`config.mk`:
```
export PLATFORM = sky130hd
export DESIGN_NAME = epoch_scheduler
export DESIGN_NICKNAME = d
export VERILOG_FILES = /design/src/rtl/epoch_scheduler.sv
export SDC_FILE = /design/constraint.sdc
export NUM_CORES = 1
export LEC_CHECK = 0
export CORE_ASPECT_RATIO = 0.75
export CORE_UTILIZATION = 40
export CTS_CLUSTER_DIAMETER = 150
export DETAILED_ROUTE_END_ITERATION = 8
export DONT_BUFFER_PORTS = 1
export GPL_ROUTABILITY_DRIVEN = 1
export GPL_TIMING_DRIVEN = 0
export PLACE_DENSITY = 0.63
export SETUP_SLACK_MARGIN = 0.05
export SLEW_MARGIN = 20
export SYNTH_ARGS = -nofsm -noshare
export SYNTH_HDL_FRONTEND = slang
export SYNTH_SLANG_ARGS = --single-unit
```
`constraint.sdc`:
```
create_clock -name clk -period 5.8 [get_ports clk]
set_input_delay 1.16 -clock clk [delete_from_list [all_inputs] [get_ports clk]]
set_output_delay 1.16 -clock clk [all_outputs]
set_load 0.05 [all_outputs]
```
`src/rtl/epoch_scheduler.sv`:
```
// Epoch/sample sequencer driving the load, feed-forward and back-prop engines.
// Optional per-phase watchdog is compiled in when SCHED_WATCHDOG_EN is defined.
module epoch_scheduler #(
    parameter int CNT_W     = 16,
    parameter int WDT_LIMIT = 65535
) (
    input  logic             clk,
    input  logic             reset,
    input  logic             start,
    input  logic             mode,
    input  logic [CNT_W-1:0] num_samples,
    input  logic [CNT_W-1:0] num_epochs,
    input  logic             abort,
    input  logic             fin_ld,
    input  logic             fin_ff,
    input  logic             fin_bp,
    output logic             run_ld,
    output logic             run_ff,
    output logic             run_bp,
    output logic [CNT_W-1:0] sample_idx,
    output logic [CNT_W-1:0] epoch_idx,
    output logic             busy,
    output logic             done,
    output logic             err
);

    typedef enum logic [2:0] {
        S_IDLE,
        S_LD,
        S_FF,
        S_BP,
        S_NEXT,
        S_DONE,
        S_ERR
    } state_t;

    localparam logic [CNT_W-1:0] CNT_ONE = CNT_W'(1);

    state_t           state_q, state_d;
    logic             mode_q, mode_d;
    logic [CNT_W-1:0] ns_q, ns_d;
    logic [CNT_W-1:0] ne_q, ne_d;
    logic [CNT_W-1:0] sidx_q, sidx_d;
    logic [CNT_W-1:0] eidx_q, eidx_d;
    logic             run_ld_q, run_ld_d;
    logic             run_ff_q, run_ff_d;
    logic             run_bp_q, run_bp_d;
    logic             busy_q, busy_d;
    logic             done_q, done_d;
    logic             wdt_expired;

`ifdef SCHED_WATCHDOG_EN
    localparam int               WDT_W    = (WDT_LIMIT > 1) ? $clog2(WDT_LIMIT) : 1;
    localparam logic [WDT_W-1:0] WDT_LAST = WDT_W'(WDT_LIMIT - 1);
    localparam logic [WDT_W-1:0] WDT_ONE  = WDT_W'(1);

    logic [WDT_W-1:0] wdt_q, wdt_d;
    logic             err_q, err_d;

    assign wdt_expired = (wdt_q == WDT_LAST);

    // Counter restarts whenever a phase is (re)entered and only runs while parked in one.
    always_comb begin
        wdt_d = '0;
        if ((state_d == state_q) && (state_q inside {S_LD, S_FF, S_BP})) begin
            wdt_d = wdt_q + WDT_ONE;
        end
        err_d = err_q;
        if ((state_q == S_IDLE) && start) begin
            err_d = 1'b0;
        end
        if (state_d == S_ERR) begin
            err_d = 1'b1;
        end
    end

    always_ff @(posedge clk) begin
        if (reset) begin
            wdt_q <= '0;
            err_q <= 1'b0;
        end else begin
            wdt_q <= wdt_d;
            err_q <= err_d;
        end
    end

    assign err = err_q;
`else
    assign wdt_expired = 1'b0;
    assign err         = 1'b0;
`endif

    always_comb begin
        state_d = state_q;
        mode_d  = mode_q;
        ns_d    = ns_q;
        ne_d    = ne_q;
        sidx_d  = sidx_q;
        eidx_d  = eidx_q;

        // Abort wins over any phase completion seen in the same cycle.
        if (abort && (state_q != S_IDLE)) begin
            state_d = S_IDLE;
        end else begin
            case (state_q)
                S_IDLE: begin
                    if (start) begin
                        sidx_d = '0;
                        eidx_d = '0;
                        if ((num_samples != '0) && (num_epochs != '0)) begin
                            mode_d  = mode;
                            ns_d    = num_samples;
                            ne_d    = num_epochs;
                            state_d = S_LD;
                        end else begin
                            state_d = S_DONE;
                        end
                    end
                end
                S_LD: begin
                    if (fin_ld) begin
                        state_d = S_FF;
                    end else if (wdt_expired) begin
                        state_d = S_ERR;
                    end
                end
                S_FF: begin
                    if (fin_ff) begin
                        state_d = mode_q ? S_BP : S_NEXT;
                    end else if (wdt_expired) begin
                        state_d = S_ERR;
                    end
                end
                S_BP: begin
                    if (fin_bp) begin
                        state_d = S_NEXT;
                    end else if (wdt_expired) begin
                        state_d = S_ERR;
                    end
                end
                S_NEXT: begin
                    if (sidx_q < ns_q - CNT_ONE) begin
                        sidx_d  = sidx_q + CNT_ONE;
                        state_d = S_LD;
                    end else begin
                        sidx_d = '0;
                        if (eidx_q < ne_q - CNT_ONE) begin
                            eidx_d  = eidx_q + CNT_ONE;
                            state_d = S_LD;
                        end else begin
                            state_d = S_DONE;
                        end
                    end
                end
                S_DONE: begin
                    state_d = S_IDLE;
                end
                S_ERR: begin
                    state_d = S_ERR;
                end
                default: begin
                    state_d = S_IDLE;
                end
            endcase
        end

        // Outputs are registered copies decoded from the next state.
        run_ld_d = (state_d == S_LD);
        run_ff_d = (state_d == S_FF);
        run_bp_d = (state_d == S_BP);
        busy_d   = (state_d != S_IDLE);
        done_d   = (state_d == S_DONE);
    end

    always_ff @(posedge clk) begin
        if (reset) begin
            state_q  <= S_IDLE;
            mode_q   <= 1'b0;
            ns_q     <= '0;
            ne_q     <= '0;
            sidx_q   <= '0;
            eidx_q   <= '0;
            run_ld_q <= 1'b0;
            run_ff_q <= 1'b0;
            run_bp_q <= 1'b0;
            busy_q   <= 1'b0;
            done_q   <= 1'b0;
        end else begin
            state_q  <= state_d;
            mode_q   <= mode_d;
            ns_q     <= ns_d;
            ne_q     <= ne_d;
            sidx_q   <= sidx_d;
            eidx_q   <= eidx_d;
            run_ld_q <= run_ld_d;
            run_ff_q <= run_ff_d;
            run_bp_q <= run_bp_d;
            busy_q   <= busy_d;
            done_q   <= done_d;
        end
    end

    assign run_ld     = run_ld_q;
    assign run_ff     = run_ff_q;
    assign run_bp     = run_bp_q;
    assign sample_idx = sidx_q;
    assign epoch_idx  = eidx_q;
    assign busy       = busy_q;
    assign done       = done_q;

endmodule
```
* After elaboration in Yosys (flattened, before gate mapping) *
Cells that the tools add are included.

operators by class
  $add $sub $neg = 4
  order comparisons = 2
  equal/unequal tests = 12
  muxes and demuxes = 16
  bitwise gates (word level) = 1
  reduce and logical (&&, ||, !) cells = 11

operators by type and width
  kind                     count
  $mux W16                 4
  $pmux W16 S2             2
  $add A16 B1 Y16 const B  2
  $lt A16 B16 Y1           2
  $reduce_bool A16 Y1      2
  $sub A16 B1 Y16 const B  2
  $mux W3                  9
  $pmux W3 S6              1
  $eq A3 B2 Y1 const B     4
  $eq A3 B3 Y1 const B     3
  $eq A3 B1 Y1 const B     2
  $ne A2 B2 Y1 const B     3
  $reduce_bool A3 Y1       2
  $reduce_and A5 Y1        1
  $reduce_and A4 Y1        1
  $logic_not A3 Y1         1
  $reduce_and A3 Y1        1
  $logic_and A1 B1 Y1      2
  $reduce_bool A2 Y1       1
  $not A1 Y1               1

storage, ports and cells
  flip-flop bits (word level) = 73
  bits of input ports = 40
  output and inout bits = 38
  word-level logic and storage cells = 57

* Logic depth before layout (Yosys ltp) *
Gate-level depths: netlist (run 1).

  depth in word-level cells = 7
  depth in mapped cells = 15

* Worst setup path after synthesis (run 1) *
OpenSTA, ideal clock, no wires.

  path type = register -> register
  from = register ns_q[2]
  to = register eidx_q[12] (netlist: epoch_idx[12])
  setup time = 0.070 ns
  arrival time = 3.613 ns
  setup slack = 2.116 ns
  cell stages (with the launch flop) = 15
  buffers on the path = 1
  clock period less this slack = 3.684 ns
  path through = dfxtp_1 or4_1 nor2_1 nand2_1 or4_4 nor4_2 xnor2_1 ha_1 nand4_1 nor4_1 a32o_2 o21ai_4 buf_6 or4_1 a21oi_1

between the ends
  cells in the longest elaborated chain, start to end = 4

RTL lines
  element                      line  text
  from (decl)                  41    logic [CNT_W-1:0] ns_q, ns_d;
  from (signal assigned)       191   ns_q <= ns_d;
  $sub A16 B1 Y16              142   if (sidx_q < ns_q - CNT_ONE) begin
  $lt A16 B16 Y1               142
  $ne A2 B2 Y1 (no line)       n/a
  $reduce_and A5 Y1 (no line)  n/a
  to (signal assigned)         194   eidx_q <= eidx_d;
  to (decl)                    44    logic [CNT_W-1:0] eidx_q, eidx_d;

Every way passes these cells.
A chain may end at the register's enable or synchronous reset.

* Worst setup path after layout (run 1) *
  from = register ns_q[2]
  to = register eidx_q[13] (netlist: epoch_idx[13])

Same word-level chain as after synthesis.

==> out/metrics.cfg, run 1 <==
[placed_design]
portBuffers=0
hpwl_um=8650
pre_cts_ws_ps=1690
place.gp.congestion=0.848

[finish]
final_common_cell=dfxtp_1
fillers=963
layout-drive-gt1-share_pct=8.24
final_nets=592
area_delta_synth_final_pct=12.3
final_cell_mix=73 x dfxtp_1, 70 x nor2_1, 37 x nand2_1
antenna_cells=0

[synthesis]
synthArstFlopShare_pct=0
synth_edf_count=0
synthCells=507
yosys_warnings=0
netlist_area_sq_um=4380
synth_area_leaders=dfxtp_1 33%, ha_1 9.7%, mux2i_1 7.5%
synth.avg_cell_area_sq_um=8.64
seq_area_frac_synth_pct=33.4
synth.net_count=581
yosysTopAreaCell=dfxtp_1
synth-main-ff-cell=dfxtp_1
synth_top_area_share_pct=33.4
ys_ff_latch=73
ys_types=55

[cts]
cts-hold-fix-buffers=0
clkTransAtPathRegs_ps=60
htreeDepth=3
cts.sinks=73
insertion_delay_ps=340
cts_resized=0
numCtsBuffers=9
cts_setup_buffers=0
root_buffer=clkbuf_16
cts_tree=built
clockBufferDepth=2

[detailed_routing]
drt_iter0_markers=199
drc=0
vias=3723
drt_wl_total_um=11000
ant_nets=0
vias_per_cell=5.66
post_drt_wl_per_cell_um=16.7
dr.pass1.iters=4

[timing]
finalWorstSetupSlack_ps=1690
fin_crit_sh_pct=70.9
rsz0062_at_grt=no
setup_tns_ps=0
finalSetupViolations=0
hold_ws_ps=538
fmax_mhz=243
hold_violations=0
tightest_slew_ps=745
maxSlewViolCount=0
period_needed_ps=4110
clock_skew_ps=10.1
max-slew-margin-rel_pct=50.3

[critical_path]
reg2regPathDepth=14
start_kind=flip-flop
cp.required_ps=6060
path_class=reg2reg
rrSetupSlack_ps=1690
arrival_ps=4370
cp_max_fo=10
r2r_end=epoch_idx[13]
reg2reg_from=ns_q[2]
crit_path_end_kind=flip-flop

[power]
power_frac_clock_pct=44.8
pwr-share-seq_pct=36.6
power.total_mw=1.53
internal-power_mw=1.12
power.leakage_nw=2.01
power_switching_uw=404
power_density_nw_per_um2=311
p_sw_share_pct=26.5
ir_worst_vdd_uv=182
comb_power_share_pct=18.5

[worst_hold_path]
hold_path_startpoint=ns_q[15]
hold_depth=2
min_to=ns_q[15]
hold_path.class=reg2reg

[global_routing]
first_global_vias=3479
grtUsageMet3_pct=6.16
busiest_layer=met2
grt-ovfl-total=0
met2_usage_pct=28.7
antenna_found_initial=0
grt_max_degree=13
grt_pass1_wl_um=17500
grt_use_met1_pct=28.3
track_usage_pct=20.1

[die]
ioPinCount=78
rows=32
die_h_um=92.6
die_w_um=123
dieArea_sq_um=11400
core-area_sq_um=10500
start_util_pct=41.9

[flow_run]
max_cap_viol_count=0

[status]
outcome=completed

## worst max-delay path, cell delays in order, from the launching register on
cell and delay (ps):
dfxtp_1 350, or4_1 550, nor2_1 170, nand2_1 130, or4_4 450, nor4_2 190, xnor2_1 120, ha_1 320
nand4_1 130, nor4_1 400, a32o_2 300, o21ai_4 120, buf_6 160, or4_1 500, a21oi_1 150
## final cells by class
cell class | instances | area (sq um) | area share (%)
buffer | 22 | 121 | 2.47
clock inverter | 5 | 128 | 2.60
sequential | 73 | 1460 | 29.7
tap | 136 | 170 | 3.46
inverter | 10 | 37.5 | 0.764
multi-input combinational | 402 | 2760 | 56.1
clock buffer | 10 | 239 | 4.86
## synth_stat cells (14+ instances only)
master / n
ha_1: 34
xnor2_1: 20
nand4_1: 15
xor2_1: 19
dfxtp_1: 73
mux2i_1: 33
nand2_1: 37
or4_1: 17
o21ai_0: 14
nor2_1: 70
a21oi_1: 31
## per-layer routing
layer	up-vias	part of all wire, %
met3	14	8.5
met5	-	0
li1	1872	-
met4	0	1.7
met1	1711	48
met2	126	42
## per-stage QoR
step | area, sq um | instances | util, %
after CTS | 4920 | 658 | 47.0
final | 4920 | 658 | 47.0
after detailed placement | 4550 | 643 | 43.5
after global routing | 4920 | 658 | 47.0
after global placement | 4550 | 643 | 43.5
after floorplan | 4380 | 507 | -
## worst max path at each step
stage / endpoint / slack [ps] / depth (start not counted) / start
after global placement: epoch_idx[13] / 1810 / 14 / ns_q[2]
after floorplan: epoch_idx[12] / 2120 / 14 / ns_q[2]
after detailed placement: epoch_idx[14] / 1690 / 14 / ns_q[2]
after CTS: epoch_idx[13] / 1670 / 14 / ns_q[2]
final: epoch_idx[13] / 1690 / 14 / ns_q[2]
after global routing: epoch_idx[2] / 1180 / 15 / ne_q[2]
## sequential cells by signal, indices dropped and copies added, names as in the netlist
signal,cells
sample_idx,16
run_ff,1
busy,1
state_q,3
epoch_idx,16
ns_q,16
done,1
run_bp,1
run_ld,1
ne_q,16
mode_q,1
## power groups by stage
stage | combinational [mW] | sequential, mW | clock [mW]
final | 0.283 | 0.560 | 0.684
after global routing | 0.319 | 0.563 | 0.719
after CTS | 0.284 | 0.559 | 0.696
after detailed placement | 0.282 | 0.570 | 0
after global placement | 0.270 | 0.569 | 0
after floorplan | 0.232 | 0.562 | 0
## logic make-up (layout without fill, tap and decap cells)
logic type               Yosys count  after routing  synth area share, %
AND/OR/NAND/NOR                  215            215                 26.1
AO/OA/AOI/OAI                     80             80                 11.8
flip-flops                        73             73                 33.4
XOR/XNOR                          39             39                 7.80
adder cells (fa/ha/maj)           34             34                 9.71
multiplexers                      33             33                 7.54
buffers and inverters             32             47                 3.63
other                              1              1               0.0856
(Power assumes the default switching activity.)
==> inputs of run 2 (changes only) <==
- PLACE_DENSITY: 0.63 -> 0.65
- clock period: 5.8 -> 3.7 ns (I/O delays scaled with it)
==> out/metrics.cfg, run 2 (same netlist as run 1, synthesis figures left out) <==
[detailed_routing]
post_drt_wl_per_cell_um=17.2  ; +2.9%
ant_nets=0  ; unchanged
drt_iter0_markers=201  ; +1.0%
vias_per_cell=5.80  ; +2.6%
drt_wl_total_um=11600  ; +5.5%
vias=3912  ; +5.1%
dr.pass1.iters=4  ; unchanged
drc=0  ; unchanged

[cts]
cts_tree=built
clockBufferDepth=2  ; unchanged
htreeDepth=3  ; unchanged
insertion_delay_ps=340  ; about the same
clkTransAtPathRegs_ps=60  ; about the same
cts.sinks=73  ; unchanged
cts-hold-fix-buffers=0  ; unchanged
numCtsBuffers=9  ; unchanged
root_buffer=clkbuf_16

[global_routing]
met2_usage_pct=30.9  ; +2.2 points
grt_use_met1_pct=28.6  ; +0.26 points
grtUsageMet3_pct=5.60  ; -0.55 points
grt_pass1_wl_um=18400  ; +4.8%
grt-ovfl-total=0  ; unchanged
first_global_vias=3688  ; +6.0%
track_usage_pct=21.1  ; +0.92 points
grt_max_degree=14  ; +1
busiest_layer=met2
antenna_found_initial=0  ; unchanged

[finish]
utilization_pct=50.1  ; +3.1 points
final_cells=674  ; +2.4%
antenna_cells=0  ; unchanged
final_common_cell=dfxtp_1
final_cell_mix=70 x dfxtp_1, 67 x nor2_1, 36 x nand2_1
final_nets=607  ; +2.5%
fillers=943  ; -2.1%
layout-drive-gt1-share_pct=18.6  ; +10 points
area_delta_synth_final_pct=19.6

[power]
power.leakage_nw=2.11  ; +4.9%
power_switching_uw=687  ; +70%
power_frac_clock_pct=38.2  ; -6.6 points
pwr-share-seq_pct=39.0  ; +2.4 points
power_density_nw_per_um2=433  ; +39%
internal-power_mw=1.58  ; +41%
ir_worst_vdd_uv=281  ; +55%
comb_power_share_pct=22.8  ; +4.3 points
power.total_mw=2.27  ; +49%
p_sw_share_pct=30.3  ; +3.8 points

[critical_path]
arrival_ps=4080  ; -290 ps
slowest_delay_ps=550  ; about the same
crit_path_end_kind=flip-flop
cp.required_ps=3970  ; -2090 ps
path_buf_inv=1  ; unchanged
start_kind=flip-flop
crit_chain=or4_4 -> nor2_4 -> nand2_2 -> or4_4 -> nor4_4 -> xnor2_2 -> ha_1 -> nand4_1 -> nor4_2 -> a32o_2 -> o21ai_4 -> buf_6 -> or4_4 -> a21oi_2
path_class=reg2reg
critPathSlowestCell=or4_4
cp_max_fo=8  ; -2
critPathTopFamily=simple AND/OR/NAND/NOR gates
crit_path_frequent_cell=or4_4

[timing]
maxSlewViolCount=0  ; unchanged
rsz0062_at_grt=yes
fin_crit_sh_pct=103  ; +32 points
clock_skew_ps=7.87  ; -2.22 ps
finalSetupViolations=24  ; +24
period_needed_ps=3810  ; -306 ps
hold_violations=0  ; unchanged
tightest_slew_ps=745  ; -0.202 ps
fmax_mhz=263  ; +8.0%
max-slew-margin-rel_pct=50.3  ; about the same
finalWorstSetupSlack_ps=-106  ; -1790 ps

[die]
die_h_um=92.6  ; unchanged
core-area_sq_um=10500  ; unchanged
ioPinCount=78  ; unchanged
die_w_um=123  ; unchanged
start_util_pct=41.9  ; unchanged
rows=32  ; unchanged
dieArea_sq_um=11400  ; unchanged

[worst_hold_path]
hold_path.class=reg2reg

[placed_design]
dp.cells=643  ; unchanged
place.gp.congestion=0.875  ; +3.2%
portBuffers=0  ; unchanged
hpwl_um=8680  ; +0.32%

[flow_run]
max_cap_viol_count=0  ; unchanged

[status]
outcome=finished with violations
violations=setup timing

==> run 2: repair_timing <==
item	4_1_cts	5_1_grt
pin swaps	3	17
resized for setup	26	35
endpoints found under the setup margin	33	33
hold endpoints to repair	0	0
buffers inserted	10	5
==> run 2: area by class of cell <==
cell class	instances	area [sq um]	area share, %
inverters	10	37.5	0.717
repair buffers	15	125	2.39
plain buffers	22	141	2.70
clock inverters	7	71.3	1.36
multi-input cells	402	3000	57.3
well taps	136	170	3.25
clock buffers	9	225	4.30
flip-flops and latches	73	1470	28.0
==> run 2: path summary, 6_finish.rpt <==
path                            slack [ps]     start  depth (start not counted)            end
worst max-delay path                  -110   ns_q[2]                         14  epoch_idx[13]
worst max register to register        -110   ns_q[2]                         14  epoch_idx[13]
worst min-delay path                   530  ns_q[15]                          2       ns_q[15]
worst min register to register         530  ns_q[15]                          2       ns_q[15]
==> run 2: per-stage QoR <==
step                TNS, ps  hold slack (ps)  worst slack, ps  instance area (sq um)
floorplan                 0              478              125                   4390
global placement      -2180              518             -231                   4560
detailed placement    -7680              526             -460                   4560
CTS                    -494              538            -97.7                   5040
global route          -3450              537             -240                   5240
finish                -1190              533             -106                   5240
==> run 2: per-layer routing <==
layer	share of wire, %	vias to the layer above
met5	0	-
met4	2.5	0
met2	43	128
met1	48	1864
met3	6.5	21
li1	-	1899
==> run 2: worst reg2reg max path: stages (launching register included) <==
cell and delay [ps]:
dfxtp_4 340, or4_4 550, nor2_4 110, nand2_2 70, or4_4 490, nor4_4 210, xnor2_2 100, ha_1 330
nand4_1 160, nor4_2 210, a32o_2 260, o21ai_4 100, buf_6 150, or4_4 510, a21oi_2 150
==> run 2: power by group through the flow <==
stage / clock network, mW / registers (mW) / logic, mW
6_report: 0.867 / 0.884 / 0.517
5_1_grt: 0.916 / 0.890 / 0.574
4_1_cts: 0.879 / 0.880 / 0.484
3_5_place_dp: 0 / 0.894 / 0.447
3_3_place_gp: 0 / 0.892 / 0.426
2_1_floorplan: 0 / 0.881 / 0.367
